$ cat src/rtl/uart_rx_if.sv
// uart_rx_if: serial line, control and result signals of the UART receiver
interface uart_rx_if;
    logic       RxD;
    logic [2:0] baud_select;
    logic       Rx_EN;
    logic [7:0] Rx_DATA;
    logic       Rx_VALID;
    logic       Rx_FERROR;
    logic       Rx_PERROR;
    modport master (output RxD, baud_select, Rx_EN, input Rx_DATA, Rx_VALID, Rx_FERROR, Rx_PERROR);
    modport slave (input RxD, baud_select, Rx_EN, output Rx_DATA, Rx_VALID, Rx_FERROR, Rx_PERROR);
endinterface

$ cat src/rtl/uart_rx.sv
// uart_rx: 16x oversampled UART receiver, 8 data LSB first, 1 stop; even parity when UART_RX_PARITY_EN is defined
module uart_rx #(
    parameter int CLK_FREQ   = 50_000_000,
    parameter int OVERSAMPLE = 16
) (
    input logic      clk,
    input logic      rst,
    uart_rx_if.slave bus
);
    function automatic int div_of(input int baud);
        return (CLK_FREQ + OVERSAMPLE * baud / 2) / (OVERSAMPLE * baud);
    endfunction
    localparam int DW = $clog2(div_of(300) + 1);
    localparam int TW = $clog2(OVERSAMPLE);
    localparam logic [DW-1:0] DIV [8] = '{
        DW'(div_of(300)),   DW'(div_of(1200)),  DW'(div_of(4800)),  DW'(div_of(9600)),
        DW'(div_of(19200)), DW'(div_of(38400)), DW'(div_of(57600)), DW'(div_of(115200))
    };
    localparam logic [2:0] IDLE  = 3'd0;
    localparam logic [2:0] START = 3'd1;
    localparam logic [2:0] DATA  = 3'd2;
    localparam logic [2:0] STOP  = 3'd4;
    localparam logic [2:0] BREAK = 3'd5;
`ifdef UART_RX_PARITY_EN
    localparam logic [2:0] PARITY     = 3'd3;
    localparam logic [2:0] AFTER_DATA = PARITY;
`else
    localparam logic [2:0] AFTER_DATA = STOP;
`endif
    logic [2:0]    state;
    logic          rxd_m, rxd_s;
    logic [DW-1:0] cnt, div_r;
    logic [TW-1:0] tcnt;
    logic [2:0]    idx;
    logic [7:0]    shreg, data_r;
    logic          valid_r, ferr_r, bad;
    logic          tick, samp;
    assign tick = cnt == div_r - DW'(1);
    assign samp = tick && tcnt == TW'(OVERSAMPLE / 2 - 1);
    assign bus.Rx_DATA   = data_r;
    assign bus.Rx_VALID  = valid_r;
    assign bus.Rx_FERROR = ferr_r;
`ifdef UART_RX_PARITY_EN
    logic par_bad, perr_r;
    assign bad           = par_bad;
    assign bus.Rx_PERROR = perr_r;
    // parity check result of the current frame and its one-cycle error pulse
    always_ff @(posedge clk) begin
        perr_r <= 1'b0;
        if (rst)
            par_bad <= 1'b0;
        else if (bus.Rx_EN && state == PARITY && samp)
            par_bad <= (^shreg) ^ rxd_s;
        else if (bus.Rx_EN && state == STOP && samp)
            perr_r <= par_bad;
    end
`else
    assign bad           = 1'b0;
    assign bus.Rx_PERROR = 1'b0;
`endif
    // two-flop synchroniser for the asynchronous serial line, idle high
    always_ff @(posedge clk)
        {rxd_s, rxd_m} <= rst ? 2'b11 : {rxd_m, bus.RxD};
    // tick generator restarted on every frame so tick 7 lands mid-bit
    always_ff @(posedge clk) begin
        if (rst || state == IDLE) begin
            cnt  <= '0;
            tcnt <= '0;
        end else if (tick) begin
            cnt  <= '0;
            tcnt <= tcnt == TW'(OVERSAMPLE - 1) ? '0 : tcnt + TW'(1);
        end else
            cnt <= cnt + DW'(1);
    end
    // frame FSM: samples once per bit at mid-bit and raises the result pulses
    always_ff @(posedge clk) begin
        valid_r <= 1'b0;
        ferr_r  <= 1'b0;
        if (rst) begin
            state  <= IDLE;
            idx    <= '0;
            shreg  <= '0;
            data_r <= '0;
            div_r  <= '0;
        end else if (!bus.Rx_EN)
            state <= IDLE;
        else case (state)
            IDLE:
                if (!rxd_s) begin
                    state <= START;
                    div_r <= DIV[bus.baud_select];
                end
            START:
                if (samp) begin
                    state <= rxd_s ? IDLE : DATA;
                    idx   <= '0;
                end
            DATA:
                if (samp) begin
                    shreg <= {rxd_s, shreg[7:1]};
                    idx   <= idx + 3'd1;
                    state <= idx == 3'd7 ? AFTER_DATA : DATA;
                end
`ifdef UART_RX_PARITY_EN
            PARITY:
                if (samp)
                    state <= STOP;
`endif
            STOP:
                if (samp) begin
                    data_r  <= shreg;
                    valid_r <= rxd_s && !bad;
                    ferr_r  <= !rxd_s;
                    state   <= rxd_s ? IDLE : BREAK;
                end
            BREAK:
                if (rxd_s)
                    state <= IDLE;
            default:
                state <= IDLE;
        endcase
    end
endmodule
$ cat src/flat_wrapper.sv
// flat-port wrapper written by rule: the top's interface ports become plain ports
module uart_rx_flat 
#(
    parameter int CLK_FREQ   = 50_000_000,
    parameter int OVERSAMPLE = 16
)
  (clk, rst, bus_RxD, bus_baud_select, bus_Rx_EN, bus_Rx_DATA, bus_Rx_VALID, bus_Rx_FERROR, bus_Rx_PERROR);
  uart_rx_if bus_i ();
  input logic clk;
  input logic rst;
  input wire logic [$bits(bus_i.RxD)-1:0] bus_RxD;
  input wire logic [$bits(bus_i.baud_select)-1:0] bus_baud_select;
  input wire logic [$bits(bus_i.Rx_EN)-1:0] bus_Rx_EN;
  output wire logic [$bits(bus_i.Rx_DATA)-1:0] bus_Rx_DATA;
  output wire logic [$bits(bus_i.Rx_VALID)-1:0] bus_Rx_VALID;
  output wire logic [$bits(bus_i.Rx_FERROR)-1:0] bus_Rx_FERROR;
  output wire logic [$bits(bus_i.Rx_PERROR)-1:0] bus_Rx_PERROR;
  assign bus_i.RxD = bus_RxD;
  assign bus_i.baud_select = bus_baud_select;
  assign bus_i.Rx_EN = bus_Rx_EN;
  assign bus_Rx_DATA = bus_i.Rx_DATA;
  assign bus_Rx_VALID = bus_i.Rx_VALID;
  assign bus_Rx_FERROR = bus_i.Rx_FERROR;
  assign bus_Rx_PERROR = bus_i.Rx_PERROR;
  uart_rx #(.CLK_FREQ(CLK_FREQ), .OVERSAMPLE(OVERSAMPLE)) u_core (.clk(clk), .rst(rst), .bus(bus_i));
endmodule
$ cat config.mk
export PLATFORM = sky130hd
export DESIGN_NAME = uart_rx_flat
export DESIGN_NICKNAME = d
export VERILOG_FILES = /design/src/rtl/uart_rx_if.sv /design/src/rtl/uart_rx.sv /design/src/flat_wrapper.sv
export SDC_FILE = /design/constraint.sdc
export NUM_CORES = 1
export LEC_CHECK = 0
export CELL_PAD_IN_SITES_DETAIL_PLACEMENT = 0
export CELL_PAD_IN_SITES_GLOBAL_PLACEMENT = 1
export CORE_ASPECT_RATIO = 0.9
export CORE_MARGIN = 5
export CORE_UTILIZATION = 41
export DETAILED_ROUTE_END_ITERATION = 16
export PLACE_DENSITY = 0.77
export SETUP_SLACK_MARGIN = 0.5
export SLEW_MARGIN = 40
export SYNTH_ARGS = -nofsm -noshare
export SYNTH_HDL_FRONTEND = slang
export SYNTH_SLANG_ARGS = --single-unit
export TNS_END_PERCENT = 100
$ cat constraint.sdc
create_clock -name clk -period 3.3 [get_ports clk]
set_clock_uncertainty 0.2 [all_clocks]
set_input_delay 0.66 -clock clk [delete_from_list [all_inputs] [get_ports clk]]
set_output_delay 0.66 -clock clk [all_outputs]
set_load 0.01 [all_outputs]
==> summary.json <==
{
  "worst_setup_path": {
    "critical_path_arrival_ns": 3.05,
    "sequence_of_cells_on_the_critical_path": "inv_2, ha_4, or4b_4, or3_1, o211a_1, a211o_1, a2111o_1, buf_6, or3_4, a21oi_2",
    "worst_ep_required_time_ns": 3.36,
    "timing.critical_path.from": "u_core.div_r[1]",
    "cp_slowest_stage_delay_ns": 0.47,
    "timing.reg2reg.setup_slack_ns": 0.31,
    "cp-end-kind": "flip-flop",
    "number_of_gates_on_the_worst_path_with_buffers_counted": 10,
    "path_max_fanout": 5,
    "critical_path.reg2reg.endpoint": "u_core.tcnt[2]",
    "crit_buf_inv": 2,
    "crit_family": "simple AND/OR/NAND/NOR gates",
    "timing.setup.critical_path_class": "flip-flop to flip-flop",
    "cp_slowest_cell": "sky130_fd_sc_hd__or4b_4",
    "endpoint": "u_core.tcnt[2]",
    "reg2reg_depth": 10,
    "reg2reg_from": "u_core.div_r[1]",
    "crit_path_start_kind": "flip-flop"
  },
  "final_layout": {
    "syn_to_final_growth_pct": 16.8,
    "n_fill_cell": 665,
    "antennaDiodeCount": 0,
    "stdcell_count": 445,
    "final_layout_size_suffix_gt1_frac": 0.134,
    "final_area_um2": 3390,
    "fin_nets": 370
  },
  "clock_network": {
    "clockRootBuffer": "sky130_fd_sc_hd__clkbuf_8",
    "cts_inserted_buffers": 5,
    "cts_max_level": 2,
    "cts_sinks": 56,
    "clk_latency_ns": 0.31,
    "tritoncts": "built",
    "cts.reportedPaths.clkPinSlew_ns": 0.11,
    "number_of_hold_buffers_added_after_cts": 0,
    "clk_path_buf_depth": 2
  },
  "synth": {
    "synth_seq_cells": 56,
    "yosysTopAreaCell": "sky130_fd_sc_hd__dfxtp_1",
    "synthesis.instances": 333,
    "async_reset_ff_frac": 0,
    "synth_top_area_frac": 0.386,
    "dominant_combinational_cell_family_by_area_after_synthesis": "simple AND/OR/NAND/NOR gates",
    "post_synth_instance_area_um2": 2910,
    "synth_cell_types": 48,
    "yosysSeqAreaShare": 0.386,
    "synth.cells.most_frequent": "sky130_fd_sc_hd__dfxtp_1, sky130_fd_sc_hd__nor2_1, sky130_fd_sc_hd__mux2i_1, sky130_fd_sc_hd__nand2b_1, sky130_fd_sc_hd__nand2_1",
    "yosys.area_share.adder": 0.0517,
    "synth_edf_count": 0,
    "synth_xor_xnor_area_share": 0.0724,
    "ys.flop_type": "sky130_fd_sc_hd__dfxtp_1",
    "muxShareOfSynthArea": 0.0724,
    "synth.net_count": 352,
    "syn_avg_cell_area_um2": 8.72,
    "synthSimpleGateAreaFrac": 0.268,
    "synth-compound-area-share": 0.108,
    "netlist_top_cells_area": "sky130_fd_sc_hd__dfxtp_1, sky130_fd_sc_hd__mux2i_1, sky130_fd_sc_hd__ha_1, sky130_fd_sc_hd__nor2_1, sky130_fd_sc_hd__nand2b_1",
    "yosys_warnings": 0,
    "synth.most_common_cell": "sky130_fd_sc_hd__dfxtp_1"
  },
  "route": {
    "detail_route.wl_per_cell_um": 12.7,
    "drt_pass1_iterations": 4,
    "detailroute.via_count": 2306,
    "detailedRoute.firstIterationViolations": 73,
    "antenna_nets_post_route": 0,
    "routed_via_count_divided_by_cell_count": 5.18,
    "remaining_drc_errors": 0,
    "wl_mm": 5.65
  },
  "power_and_ir_drop": {
    "power.share.clock": 0.329,
    "seq_power_share": 0.578,
    "pwr_density_cell_nw_per_um2": 351,
    "net-switching-power_uw": 300,
    "power.static_leakage_uw": 0.00130,
    "irDropWorstVdd_mv": 0.207,
    "intPower_uw": 892,
    "swShare": 0.252,
    "power.share.combinational": 0.094
  },
  "place": {
    "detailed_place.area_um2": 3170,
    "hpwlAfterDp_mm": 4.03,
    "globalplace.congestion": 0.809,
    "dpl.cell_count": 430,
    "dp_slack_ns": 0.112,
    "buffer_ports.inserted": 16
  },
  "sta": {
    "worst_hold_slack_ns": 0.221,
    "worst_slew_pin_slew_ns": 0.770,
    "crit_share_post_route": 0.906,
    "max_slew_margin": 0.486,
    "finalCriticalPeriod_ns": 2.99,
    "hold_violations": 0,
    "postLayoutSetupSlackWorst_ns": 0.311,
    "setup_repair_after_global_routing_missed_its_margin": "yes",
    "max_freq_mhz": 335,
    "finalSetupViolations": 0,
    "setup-tns-final_ns": 0,
    "slew_viol_final": 0
  },
  "global_routing": {
    "global_route.overflow_total": 0,
    "pin_count_of_the_biggest_net_entering_global_routing": 23,
    "globalRouteTotalUtil": 0.127,
    "global_route_wire_length_before_repair_mm": 9.56,
    "first_global_vias": 2078,
    "grt_antenna_before_repair": 0
  },
  "die": {
    "floorplan.initialDensity": 0.417,
    "placeableCoreArea_um2": 6970,
    "design.die.area_um2": 8870,
    "die_x_um": 98.7,
    "rows": 29,
    "pin_count": 18,
    "die_height_um": 89.9
  },
  "status": {
    "status": "completed"
  },
  "run": {
    "cap_violations": 0
  },
  "worst_hold_path": {
    "min-delay-path-class": "flip-flop to flip-flop"
  }
}
==> sequential cells by signal, summed over array words and instances, names as in the netlist <==
name                  cells
u_core.cnt               14
u_core.bus.Rx_DATA        8
u_core.bus.Rx_VALID       1
u_core.bus.Rx_FERROR      1
u_core.shreg              8
u_core.rxd_s              1
u_core.div_r             12
u_core.state              3
u_core.idx                3
u_core.rxd_m              1
u_core.tcnt               4
==> layout by cell type (no fill, tap or decap), types with 3 or more instances in the layout <==
cell and n:
sky130_fd_sc_hd__dfxtp_1 54, sky130_fd_sc_hd__nor2_1 36, sky130_fd_sc_hd__nand2b_1 21, sky130_fd_sc_hd__mux2i_1 21, sky130_fd_sc_hd__nand2_1 18, sky130_fd_sc_hd__clkdlybuf4s50_1 16, sky130_fd_sc_hd__xor2_1 14, sky130_fd_sc_hd__nand3_1 12
sky130_fd_sc_hd__ha_1 11, sky130_fd_sc_hd__xnor2_1 10, sky130_fd_sc_hd__a211oi_1 9, sky130_fd_sc_hd__nor3_1 9, sky130_fd_sc_hd__buf_4 9, sky130_fd_sc_hd__a21oi_1 8, sky130_fd_sc_hd__inv_1 7, sky130_fd_sc_hd__nand3b_1 6
sky130_fd_sc_hd__o21ai_1 5, sky130_fd_sc_hd__or2_2 5, sky130_fd_sc_hd__clkbuf_8 5, sky130_fd_sc_hd__and3_1 4, sky130_fd_sc_hd__or4_1 4, sky130_fd_sc_hd__o21ai_0 4, sky130_fd_sc_hd__buf_6 4, sky130_fd_sc_hd__o31ai_1 3
sky130_fd_sc_hd__or3_1 3, sky130_fd_sc_hd__nor3b_1 3, sky130_fd_sc_hd__o211ai_1 3
==> stage by stage <==
| stage | total power [uW] | utilization |
|---|---|---|
| after floorplan | 779 | - |
| after global placement | 807 | 0.455 |
| after detailed placement | 807 | 0.455 |
| after CTS | 1200 | 0.477 |
| after global routing | 1250 | 0.487 |
| final | 1190 | 0.487 |
==> worst reg2reg max path, stage by stage (launching register included) <==
cell and delay (ns):
sky130_fd_sc_hd__dfxtp_2 0.34, sky130_fd_sc_hd__inv_2 0.07, sky130_fd_sc_hd__ha_4 0.13, sky130_fd_sc_hd__or4b_4 0.47, sky130_fd_sc_hd__or3_1 0.32, sky130_fd_sc_hd__o211a_1 0.11
sky130_fd_sc_hd__a211o_1 0.22, sky130_fd_sc_hd__a2111o_1 0.46, sky130_fd_sc_hd__buf_6 0.18, sky130_fd_sc_hd__or3_4 0.32, sky130_fd_sc_hd__a21oi_2 0.11
==> how the worst min path moves through the flow <==
stage,slack (ns),startpoint,cells past startpoint,end
after floorplan,0.19,u_core.rxd_m,1,u_core.rxd_s
after global placement,0.20,u_core.rxd_m,1,u_core.rxd_s
after detailed placement,0.20,u_core.rxd_m,1,u_core.rxd_s
after CTS,0.23,u_core.rxd_m,1,u_core.rxd_s
after global routing,0.25,u_core.rxd_m,1,u_core.rxd_s
final,0.22,u_core.rxd_m,1,u_core.rxd_s
==> final cells by class <==
cell class / instances / area (um^2) / share of cell area
clock buffer: 5 / 68.8 / 0.0203
multi-input combinational: 249 / 1740 / 0.512
clock inverter: 3 / 26.3 / 0.00774
tap: 93 / 116 / 0.0343
sequential: 56 / 1120 / 0.331
timing repair buffer: 30 / 288 / 0.0848
inverter: 9 / 33.8 / 0.00995
==> routing by layer <==
metal,track usage,vias up,part of all wire
met5,0,-,0
met4,0.0421,0,0.0097
met3,0.0209,4,0.036
met2,0.197,35,0.45
met1,0.180,1071,0.51
li1,-,1196,-
==> cells by family after synthesis <==
group / after synthesis
and+or+nand+nor: 144
DFF: 56
AOI/OAI and AO/OA: 47
buffers and inverters: 28
xor gates and xnor gates: 24
muxes: 21
adders and majority gates: 12
other: 1
==> repair_timing <==
| item | in CTS | in global routing |
|---|---|---|
| setup endpoints to repair | 42 | 42 |
| endpoints found under the hold margin | 0 | 0 |
| gates resized for setup | 9 | 16 |
| cloned | 0 | 1 |
| pin swaps | 4 | 5 |
| setup buffers | 4 | 2 |
==> power by group through the flow <==
stage | sequential (uW) | combinational [uW] | clock, uW
final | 689 | 112 | 392
after global routing | 691 | 126 | 430
after CTS | 689 | 107 | 408
after detailed placement | 704 | 103 | 0
after global placement | 704 | 103 | 0
after floorplan | 701 | 78.0 | 0
Note: power is estimated with default switching activity, not from simulation.
